### config.mk
export PLATFORM = sky130hd
export DESIGN_NAME = upc_loop_status_monitor_flat
export DESIGN_NICKNAME = d
export VERILOG_FILES = /design/src/rtl/upc_loop_status_monitor_pkg.sv /design/src/rtl/upc_loop_status_monitor_if.sv /design/src/rtl/upc_loop_status_monitor_sat_counter.sv /design/src/rtl/upc_loop_status_monitor.sv /design/src/flat_wrapper.sv
export SDC_FILE = /design/constraint.sdc
export NUM_CORES = 1
export LEC_CHECK = 0
export ABC_CLOCK_PERIOD_IN_PS = 22700
export BUFFER_PORTS_ARGS = -buffer_cell sky130_fd_sc_hd__buf_2
export CAP_MARGIN = 20
export CORE_ASPECT_RATIO = 1.4
export CORE_MARGIN = 2
export CORE_UTILIZATION = 45
export CTS_CLUSTER_DIAMETER = 200
export DETAILED_ROUTE_END_ITERATION = 16
export PLACE_DENSITY = 0.66
export SLEW_MARGIN = 20
export SYNTH_ARGS = -nofsm -noshare
export SYNTH_HDL_FRONTEND = slang
export SYNTH_SLANG_ARGS = --single-unit
### constraint.sdc
create_clock -name clock -period 22.7 [get_ports clock]
set_input_delay 4.54 -clock clock [delete_from_list [all_inputs] [get_ports clock]]
set_output_delay 4.54 -clock clock [all_outputs]
set_load 0.005 [all_outputs]
### src/rtl/upc_loop_status_monitor_pkg.sv
`default_nettype none
// ============================================================================
//  upc_mon_pkg : shared defaults and saturating-increment helper for the
//                loop status monitor.  Revision 1.0
// ============================================================================
package upc_mon_pkg;

    localparam int DEF_STATE_W = 8;
    localparam int DEF_CNT_W   = 32;

    // Widths up to 63 bits are supported; callers cast the result back down.
    function automatic logic [63:0] sat_inc(input logic [63:0] value,
                                            input int unsigned width);
        logic [63:0] max_val;
        max_val = (64'd1 << width) - 64'd1;
        return (value >= max_val) ? max_val : value + 64'd1;
    endfunction

endpackage
`default_nettype wire

### src/rtl/upc_loop_status_monitor_if.sv
`default_nettype none
// ============================================================================
//  upc_loop_status_monitor_if : read-only tap of the kernel handshake and
//                               loop pipeline control signals.  Revision 1.0
// ============================================================================
interface upc_loop_status_monitor_if #(
    parameter int STATE_W = 8
);
    logic               ap_start;
    logic               ap_ready;
    logic               ap_done;
    logic               ap_continue;
    logic [STATE_W-1:0] cur_state;
    logic [STATE_W-1:0] iter_start_state;
    logic [STATE_W-1:0] iter_end_state;
    logic [STATE_W-1:0] quit_state;
    logic               iter_start_block;
    logic               iter_end_block;
    logic               quit_block;
    logic               iter_start_enable;
    logic               iter_end_enable;
    logic               quit_enable;
    logic               loop_start;
    logic               loop_ready;
    logic               loop_done;
    logic               loop_continue;
    logic               quit_at_end;

    modport master (
        output ap_start, ap_ready, ap_done, ap_continue,
        output cur_state, iter_start_state, iter_end_state, quit_state,
        output iter_start_block, iter_end_block, quit_block,
        output iter_start_enable, iter_end_enable, quit_enable,
        output loop_start, loop_ready, loop_done, loop_continue, quit_at_end
    );

    modport slave (
        input ap_start, ap_ready, ap_done, ap_continue,
        input cur_state, iter_start_state, iter_end_state, quit_state,
        input iter_start_block, iter_end_block, quit_block,
        input iter_start_enable, iter_end_enable, quit_enable,
        input loop_start, loop_ready, loop_done, loop_continue, quit_at_end
    );

endinterface
`default_nettype wire

### src/rtl/upc_loop_status_monitor_sat_counter.sv
`default_nettype none
// ============================================================================
//  upc_sat_counter : CNT_W saturating counter with freeze, clear, load and
//                    increment (that priority order).  Revision 1.0
// ============================================================================
module upc_sat_counter
    import upc_mon_pkg::*;
#(
    parameter int CNT_W = DEF_CNT_W
) (
    input  wire  logic             clock,
    input  wire  logic             reset,
    input  wire  logic             inc,
    input  wire  logic             load,
    input  wire  logic [CNT_W-1:0] load_val,
    input  wire  logic             clear,
    input  wire  logic             freeze,
    output logic       [CNT_W-1:0] count
);

    logic [CNT_W-1:0] w_next;

    always_comb begin
        w_next = count;
        if (freeze)
            w_next = count;
        else if (clear)
            w_next = '0;
        else if (load)
            w_next = load_val;
        else if (inc)
            w_next = CNT_W'(sat_inc(64'(count), CNT_W));
    end

    always_ff @(posedge clock or posedge reset) begin
        if (reset)
            count <= '0;
        else
            count <= w_next;
    end

endmodule
`default_nettype wire

### src/rtl/upc_loop_status_monitor.sv
`default_nettype none
// ============================================================================
//  upc_loop_status_monitor : passive run/latency/iteration/stall monitor for
//                            one HLS module and one pipelined loop.  Rev 1.0
// ============================================================================
module upc_loop_status_monitor
    import upc_mon_pkg::*;
#(
    parameter int STATE_W = DEF_STATE_W,
    parameter int CNT_W   = DEF_CNT_W
) (
    input  wire  logic             clock,
    input  wire  logic             reset,
    input  wire  logic             finish,
    upc_loop_status_monitor_if.slave tap,
    output logic                   mod_busy,
    output logic       [CNT_W-1:0] mod_runs,
    output logic       [CNT_W-1:0] mod_last_lat,
    output logic       [CNT_W-1:0] mod_busy_cycles,
    output logic                   loop_busy,
    output logic       [CNT_W-1:0] loop_invocations,
    output logic       [CNT_W-1:0] loop_last_lat,
    output logic       [CNT_W-1:0] iter_started,
    output logic       [CNT_W-1:0] iter_ended,
    output logic       [CNT_W-1:0] iter_inflight,
    output logic       [CNT_W-1:0] stall_cycles,
    output logic                   frozen
);

    localparam int c_NTRK = 2;

    logic               r_frozen;
    logic [c_NTRK-1:0]  r_busy;
    logic [c_NTRK-1:0]  w_busy_n;
    logic [c_NTRK-1:0]  w_req;
    logic [c_NTRK-1:0]  w_dn;
    logic [c_NTRK-1:0]  w_begin;
    logic [c_NTRK-1:0]  w_fin;
    logic [CNT_W-1:0]   w_lat_q   [c_NTRK];
    logic [CNT_W-1:0]   w_fin_lat [c_NTRK];
    logic [CNT_W-1:0]   w_runs    [c_NTRK];
    logic [CNT_W-1:0]   w_last    [c_NTRK];

    logic [STATE_W-1:0] w_cur;
    logic [STATE_W-1:0] w_iss;
    logic [STATE_W-1:0] w_ies;
    logic [STATE_W-1:0] w_qs;
    logic               w_at_start;
    logic               w_at_end;
    logic               w_at_quit;
    logic               w_is;
    logic               w_ie;
    logic               w_q;
    logic               w_end_evt;
    logic               w_stall;
    logic [CNT_W-1:0]   w_started_n;
    logic [CNT_W-1:0]   w_ended_n;
    logic [CNT_W-1:0]   w_inflight_n;
    logic               w_unused_ready;

    assign w_unused_ready = tap.ap_ready ^ tap.loop_ready;

    always_ff @(posedge clock or posedge reset) begin
        if (reset)
            r_frozen <= 1'b0;
        else if (finish)
            r_frozen <= 1'b1;
    end

    // Index 0 tracks the module handshake, index 1 the loop handshake.
    assign w_req = {tap.loop_start, tap.ap_start};
    assign w_dn  = {tap.loop_done && tap.loop_continue, tap.ap_done && tap.ap_continue};

    always_ff @(posedge clock or posedge reset) begin
        if (reset)
            r_busy <= '0;
        else if (!r_frozen)
            r_busy <= w_busy_n;
    end

    generate
        for (genvar k = 0; k < c_NTRK; k++) begin : g_trk
            // A completing run may hand over to a new one in the same cycle.
            assign w_begin[k]   = w_req[k] && (!r_busy[k] || w_dn[k]);
            assign w_fin[k]     = w_dn[k] && (r_busy[k] || w_begin[k]);
            assign w_busy_n[k]  = r_busy[k] ? (!w_dn[k] || w_req[k])
                                            : (w_req[k] && !w_dn[k]);
            assign w_fin_lat[k] = r_busy[k] ? CNT_W'(sat_inc(64'(w_lat_q[k]), CNT_W))
                                            : CNT_W'(1);

            upc_sat_counter #(.CNT_W(CNT_W)) u_lat (
                .clock(clock), .reset(reset),
                .inc(r_busy[k]), .load(w_begin[k]), .load_val(CNT_W'(1)),
                .clear(!w_busy_n[k]), .freeze(r_frozen), .count(w_lat_q[k])
            );

            upc_sat_counter #(.CNT_W(CNT_W)) u_runs (
                .clock(clock), .reset(reset),
                .inc(w_fin[k]), .load(1'b0), .load_val('0),
                .clear(1'b0), .freeze(r_frozen), .count(w_runs[k])
            );

            upc_sat_counter #(.CNT_W(CNT_W)) u_last (
                .clock(clock), .reset(reset),
                .inc(1'b0), .load(w_fin[k]), .load_val(w_fin_lat[k]),
                .clear(1'b0), .freeze(r_frozen), .count(w_last[k])
            );
        end
    endgenerate

    upc_sat_counter #(.CNT_W(CNT_W)) u_busy_cycles (
        .clock(clock), .reset(reset),
        .inc(r_busy[0] || w_begin[0]), .load(1'b0), .load_val('0),
        .clear(1'b0), .freeze(r_frozen), .count(mod_busy_cycles)
    );

    assign w_cur = tap.cur_state;
    assign w_iss = tap.iter_start_state;
    assign w_ies = tap.iter_end_state;
    assign w_qs  = tap.quit_state;

    assign w_at_start = (w_cur == w_iss) && tap.iter_start_enable;
    assign w_at_end   = (w_cur == w_ies) && tap.iter_end_enable;
    assign w_at_quit  = (w_cur == w_qs)  && tap.quit_enable;

    assign w_is      = w_at_start && !tap.iter_start_block;
    assign w_ie      = w_at_end   && !tap.iter_end_block;
    assign w_q       = w_at_quit  && !tap.quit_block;
    assign w_end_evt = w_ie || (!tap.quit_at_end && w_q);
    assign w_stall   = r_busy[1] && ((w_at_start && tap.iter_start_block) ||
                                     (w_at_end   && tap.iter_end_block));

    upc_sat_counter #(.CNT_W(CNT_W)) u_started (
        .clock(clock), .reset(reset),
        .inc(w_is), .load(1'b0), .load_val('0),
        .clear(1'b0), .freeze(r_frozen), .count(iter_started)
    );

    upc_sat_counter #(.CNT_W(CNT_W)) u_ended (
        .clock(clock), .reset(reset),
        .inc(w_end_evt), .load(1'b0), .load_val('0),
        .clear(1'b0), .freeze(r_frozen), .count(iter_ended)
    );

    upc_sat_counter #(.CNT_W(CNT_W)) u_stall (
        .clock(clock), .reset(reset),
        .inc(w_stall), .load(1'b0), .load_val('0),
        .clear(1'b0), .freeze(r_frozen), .count(stall_cycles)
    );

    // In-flight is derived from the post-edge counts so it stays registered.
    assign w_started_n  = (w_is && !r_frozen)
                          ? CNT_W'(sat_inc(64'(iter_started), CNT_W)) : iter_started;
    assign w_ended_n    = (w_end_evt && !r_frozen)
                          ? CNT_W'(sat_inc(64'(iter_ended), CNT_W)) : iter_ended;
    assign w_inflight_n = (w_started_n > w_ended_n) ? (w_started_n - w_ended_n) : '0;

    upc_sat_counter #(.CNT_W(CNT_W)) u_inflight (
        .clock(clock), .reset(reset),
        .inc(1'b0), .load(1'b1), .load_val(w_inflight_n),
        .clear(1'b0), .freeze(r_frozen), .count(iter_inflight)
    );

    assign mod_busy         = r_busy[0];
    assign mod_runs         = w_runs[0];
    assign mod_last_lat     = w_last[0];
    assign loop_busy        = r_busy[1];
    assign loop_invocations = w_runs[1];
    assign loop_last_lat    = w_last[1];
    assign frozen           = r_frozen;

endmodule
`default_nettype wire

### src/flat_wrapper.sv
// flat-port wrapper written by rule: the top's interface ports become plain ports
module upc_loop_status_monitor_flat import upc_mon_pkg::*;
#(
    parameter int STATE_W = DEF_STATE_W,
    parameter int CNT_W   = DEF_CNT_W
)
  (clock, reset, finish, mod_busy, mod_runs, mod_last_lat, mod_busy_cycles, loop_busy, loop_invocations, loop_last_lat, iter_started, iter_ended, iter_inflight, stall_cycles, frozen, tap_ap_start, tap_ap_ready, tap_ap_done, tap_ap_continue, tap_cur_state, tap_iter_start_state, tap_iter_end_state, tap_quit_state, tap_iter_start_block, tap_iter_end_block, tap_quit_block, tap_iter_start_enable, tap_iter_end_enable, tap_quit_enable, tap_loop_start, tap_loop_ready, tap_loop_done, tap_loop_continue, tap_quit_at_end);
  upc_loop_status_monitor_if #(.STATE_W(STATE_W)) tap_i ();
  input  wire  logic clock;
  input  wire  logic reset;
  input  wire  logic finish;
  output logic mod_busy;
  output logic       [CNT_W-1:0] mod_runs;
  output logic       [CNT_W-1:0] mod_last_lat;
  output logic       [CNT_W-1:0] mod_busy_cycles;
  output logic loop_busy;
  output logic       [CNT_W-1:0] loop_invocations;
  output logic       [CNT_W-1:0] loop_last_lat;
  output logic       [CNT_W-1:0] iter_started;
  output logic       [CNT_W-1:0] iter_ended;
  output logic       [CNT_W-1:0] iter_inflight;
  output logic       [CNT_W-1:0] stall_cycles;
  output logic frozen;
  input wire logic [$bits(tap_i.ap_start)-1:0] tap_ap_start;
  input wire logic [$bits(tap_i.ap_ready)-1:0] tap_ap_ready;
  input wire logic [$bits(tap_i.ap_done)-1:0] tap_ap_done;
  input wire logic [$bits(tap_i.ap_continue)-1:0] tap_ap_continue;
  input wire logic [$bits(tap_i.cur_state)-1:0] tap_cur_state;
  input wire logic [$bits(tap_i.iter_start_state)-1:0] tap_iter_start_state;
  input wire logic [$bits(tap_i.iter_end_state)-1:0] tap_iter_end_state;
  input wire logic [$bits(tap_i.quit_state)-1:0] tap_quit_state;
  input wire logic [$bits(tap_i.iter_start_block)-1:0] tap_iter_start_block;
  input wire logic [$bits(tap_i.iter_end_block)-1:0] tap_iter_end_block;
  input wire logic [$bits(tap_i.quit_block)-1:0] tap_quit_block;
  input wire logic [$bits(tap_i.iter_start_enable)-1:0] tap_iter_start_enable;
  input wire logic [$bits(tap_i.iter_end_enable)-1:0] tap_iter_end_enable;
  input wire logic [$bits(tap_i.quit_enable)-1:0] tap_quit_enable;
  input wire logic [$bits(tap_i.loop_start)-1:0] tap_loop_start;
  input wire logic [$bits(tap_i.loop_ready)-1:0] tap_loop_ready;
  input wire logic [$bits(tap_i.loop_done)-1:0] tap_loop_done;
  input wire logic [$bits(tap_i.loop_continue)-1:0] tap_loop_continue;
  input wire logic [$bits(tap_i.quit_at_end)-1:0] tap_quit_at_end;
  assign tap_i.ap_start = tap_ap_start;
  assign tap_i.ap_ready = tap_ap_ready;
  assign tap_i.ap_done = tap_ap_done;
  assign tap_i.ap_continue = tap_ap_continue;
  assign tap_i.cur_state = tap_cur_state;
  assign tap_i.iter_start_state = tap_iter_start_state;
  assign tap_i.iter_end_state = tap_iter_end_state;
  assign tap_i.quit_state = tap_quit_state;
  assign tap_i.iter_start_block = tap_iter_start_block;
  assign tap_i.iter_end_block = tap_iter_end_block;
  assign tap_i.quit_block = tap_quit_block;
  assign tap_i.iter_start_enable = tap_iter_start_enable;
  assign tap_i.iter_end_enable = tap_iter_end_enable;
  assign tap_i.quit_enable = tap_quit_enable;
  assign tap_i.loop_start = tap_loop_start;
  assign tap_i.loop_ready = tap_loop_ready;
  assign tap_i.loop_done = tap_loop_done;
  assign tap_i.loop_continue = tap_loop_continue;
  assign tap_i.quit_at_end = tap_quit_at_end;
  upc_loop_status_monitor #(.STATE_W(STATE_W), .CNT_W(CNT_W)) u_core (.clock(clock), .reset(reset), .finish(finish), .tap(tap_i), .mod_busy(mod_busy), .mod_runs(mod_runs), .mod_last_lat(mod_last_lat), .mod_busy_cycles(mod_busy_cycles), .loop_busy(loop_busy), .loop_invocations(loop_invocations), .loop_last_lat(loop_last_lat), .iter_started(iter_started), .iter_ended(iter_ended), .iter_inflight(iter_inflight), .stall_cycles(stall_cycles), .frozen(frozen));
endmodule
==> results by stage <==
Status:
- The flow ran to the end, and the final reports show no timing, DRC or antenna violations.

Global route:
- The number of antenna violations at the first check in global routing came to 3.
- The pin count of the biggest net entering global routing is 177.
- Summed over all layers, the global routing overflow is 0.
- The number of global-route vias before repair was 16534.
- The wire length of the first global-routing pass is 87.2 mm.
- The combined global-route utilization of all metal layers is 0.231.

Setup path:
- At the worst endpoint, the arrival time is 10.24 ns.
- For the worst setup path, the data required time is 23.17 ns.
- The startpoint kind of the worst setup timing path is an input port.
- STA classifies the critical path endpoint as a flip-flop.
- The maximum fanout along the worst path is 28.
- The start-to-end type of the worst setup path is input port to flip-flop.

Timing:
- The number of slew-limit violations in the final report is 0.
- In the finished design, the share of the clock period the worst path needs comes to 0.430.
- Timing would allow up to 0.102 GHz.
- After routing, the total negative slack on setup checks comes to 0 ns.
- The number of setup violations in the final report is 0.
- The final hold violation count was 0.
- The relative slew slack is 0.265.
- Subtracting the final worst setup slack from the clock period gives 9.76 ns.
- The actual transition at the worst max-transition pin is 1.10 ns.
- Setup repair after global routing left no endpoint under its margin.
- The final setup skew is 0.0140 ns.

Drt:
- The routed wire length is 54.2 mm.
- The average via count per standard cell is 5.60.
- The total via count in the routed design is 17253.
- For this run, design rule violations remaining after detail routing come to 0.
- In the final routed layout, each cell accounts on average for 17.6 um.
- Before antenna repair, the detailed router went through 5 iterations.
- The detailed router finished its first iteration with 858 violations.
- The count of nets left with antenna violations once routing finished came out at 0.

Synth:
- The count of mapped cells out of synthesis is 2198.
- The count of yosys warnings during synthesis is 0.
- The average cell area after synthesis is 8.96 sq um.
- The post-synthesis cell type count is 76.
- Of all flip-flops after synthesis, the portion carrying an async set or reset was 1.00.
- After synthesis the netlist holds a flip-flop and latch count of 355.
- By area the synthesized netlist is led by dfrtp_1 (45%), nand2_1 (6.8%), xnor2_1 (5.3%), o21ai_0 (4.9%), xor2_1 (4.1%).
- The share of Yosys cell area claimed by the top area cell type is 0.451.
- Synthesis produced a netlist with a net count of 2289.
- Counting flops with a built-in enable in the synthesized netlist gives 0.
- Of all cell types, the one taking the most synthesized area is dfrtp_1.
- After synthesis the cells add up to 0.0197 sq mm.
- The most used flip-flop cell after synthesis is dfrtp_1.
- The sequential fraction of the synthesis area is 0.451.

Clocking:
- The H-tree depth reported by CTS is 2.
- Post-CTS repair changed the size of 0 cells.
- The later pin in the worst-skew pair is clocked with a latency of 0.54 ns.
- The hold buffer count at CTS is 0.
- TritonCTS built the clock tree.
- After clock tree synthesis, the clock-pin slew on the worst setup and hold paths is 0.06 ns.
- In this run, CTS created clock tree buffers numbering 39.
- The TritonCTS sink count is 355.
- The number of setup buffers added after CTS is 0.
- Counting along the longest clock path gives a buffer depth of 3.
- The tree is rooted in a clkbuf_16.

Layout:
- Counting the fill cells in the layout gives 4010.
- In the final layout, the share of cells above drive strength 1 is 0.184.
- The final net count is 2592.
- The area growth from synthesis to final layout is 17.0%.
- The final standard cell count with taps included and fillers excluded is 3082.
- The most common cell after layout, fill and taps aside is nand2_1.
- The library cells used most frequently in the layout, excluding fill and tap cells, are nand2_1 (356), dfrtp_1 (354), buf_2 (338), o21ai_0 (192), nor2_1 (153).

Floorplanning:
- For this configuration, the core starts out at a cell density of 0.457.
- From bottom edge to top edge, the die measures 252 um.
- During I/O placement, the number of pins put on the boundary was 341.
- The die covers 0.0455 sq mm.
- In this run the core area contains 90 standard-cell rows.
- The total area inside the core boundary comes to 0.0431 sq mm.
- The die is 181 um wide.

Run:
- The total of max-cap violations is 0.

Pwr:
- The power after layout is 1.32 mW.
- The leakage component of the power is 11.8 nW.
- The maximum resistive drop on vdd is 47.0 uV.
- The cell area power density is 57.1 mW/mm^2.

Place:
- Detailed placement ended at an HPWL of 39.5 mm.
- Counting tap cells, the placed design contains a total of 3012 instances.
- The count of buffers added on input and output ports is 338.
- The final estimated routing congestion in global placement is 0.879.

Worst hold path:
- The type of the tightest min-delay check is flip-flop to flip-flop.
[cells by family (layout without fill, tap and decap cells)]
family                     count (synthesis)  count (layout)  synth area share
xor gates and xnor gates                 212             212            0.0943
AOI/OAI and AO/OA                        472             472             0.144
buffers and inverters                    145             476            0.0308
and+or+nand+nor                          944             944             0.238
adders and majority gates                 43              43            0.0274
DFF                                      355             355             0.451
muxes                                     27              27            0.0146
other                                      0               1                 0
[power breakdown]
group	leakage (nW)	internal (mW)	switching, mW
Sequential	4.89	0.640	0.00685
Clock	0.604	0.358	0.260
Combinational	6.33	0.0180	0.0329
Total	11.8	1.02	0.300
[critical path, cell delays in order]
cell	delay (ns)
buf_2	0.13
xnor2_1	0.17
nand4_1	0.29
nor4b_4	0.58
and3_1	0.58
nand2_1	0.24
nor2_1	0.37
nand2_1	0.13
buf_4	0.26
and2_1	0.18
ha_1	0.22
fa_1	0.42
nand2b_1	0.20
a21oi_1	0.22
o2111ai_1	0.36
o21ai_2	0.27
nor3_2	0.11
nor2_2	0.35
buf_4	0.34
a32o_1	0.21
[per-layer routing]
metal,global-route usage,part of all wire,vias to the layer above
met1,0.287,0.41,8390
met2,0.411,0.50,456
met5,0,0.00050,-
met3,0.0403,0.056,86
met4,0.0675,0.026,4
li1,-,-,8317
[final cells by class]
class	count	area, sq um	area share
sequential	355	8890	0.386
inverter	57	221	0.00961
tap	552	691	0.0300
clock buffer	57	1140	0.0493
antenna	1	2.50	0.000109
multi-input combinational	1698	10200	0.443
clock inverter	12	90.1	0.00391
timing repair buffer	350	1790	0.0779
[synth_stat cells (4+ instances only)]
master and instances:
nand4_2 4, nand4_1 53, o21ai_1 11, nor3_1 38, nor3_2 4, and4_1 31
clkbuf_1 57, nand2_2 4, nand2b_1 7, o21bai_1 5, nand3_1 119, o21ai_0 192
a31oi_1 14, a41oi_1 5, o31ai_1 4, nor2_1 155, buf_6 4, nand2_1 356
or2_2 9, or2_1 4, or3_1 9, xnor2_1 119, clkbuf_2 4, nor2b_1 10
inv_1 57, mux2i_1 13, dfrtp_1 355, and3_1 48, a21o_1 21, a22o_1 52
nor4_1 13, a21oi_1 119, and2_1 52, o21a_1 12, ha_1 40, o211ai_1 7
mux2_2 14, xor2_1 93, buf_2 21, a21boi_0 4
[through the flow]
step / worst slack [ns] / hold slack (ns) / area [sq um] / utilization
6_report: 12.94 / 0.471 / 23000 / 0.534
5_1_grt: 12.62 / 0.487 / 23000 / 0.534
4_1_cts: 12.94 / 0.477 / 23000 / 0.534
3_5_place_dp: 12.39 / 0.463 / 21800 / 0.506
3_3_place_gp: 12.47 / 0.452 / 21800 / 0.506
2_1_floorplan: 8.31 / 0.463 / 19700 / -
[worst paths after layout]
path                                                  start                          endpoint  slack, ns  cells past startpoint
setup reg to reg                              u_core.frozen        u_core.u_inflight.count[2]      16.80                     18
hold reg to reg            u_core.g_trk[1].u_last.count[17]  u_core.g_trk[1].u_last.count[17]       0.47                      2
hold / removal             u_core.g_trk[1].u_last.count[17]  u_core.g_trk[1].u_last.count[17]       0.47                      2
setup / recovery                           tap_cur_state[1]        u_core.u_inflight.count[2]      12.94                     20
max in group asynchronous                             reset  u_core.g_trk[0].u_runs.count[26]      16.89                      3
min in group asynchronous                             reset   u_core.g_trk[0].u_last.count[2]       4.18                      2
[sequential cells by signal, summed over array words and instances (netlist names)]
name / flops
u_core.frozen: 1
u_core.g_trk.u_last.count: 64
u_core.g_trk.u_lat.count: 64
u_core.g_trk.u_runs.count: 64
u_core.r_busy: 2
u_core.u_busy_cycles.count: 32
u_core.u_ended.count: 32
u_core.u_inflight.count: 32
u_core.u_stall.count: 32
u_core.u_started.count: 32
Note: power is estimated with default switching activity, not from simulation.
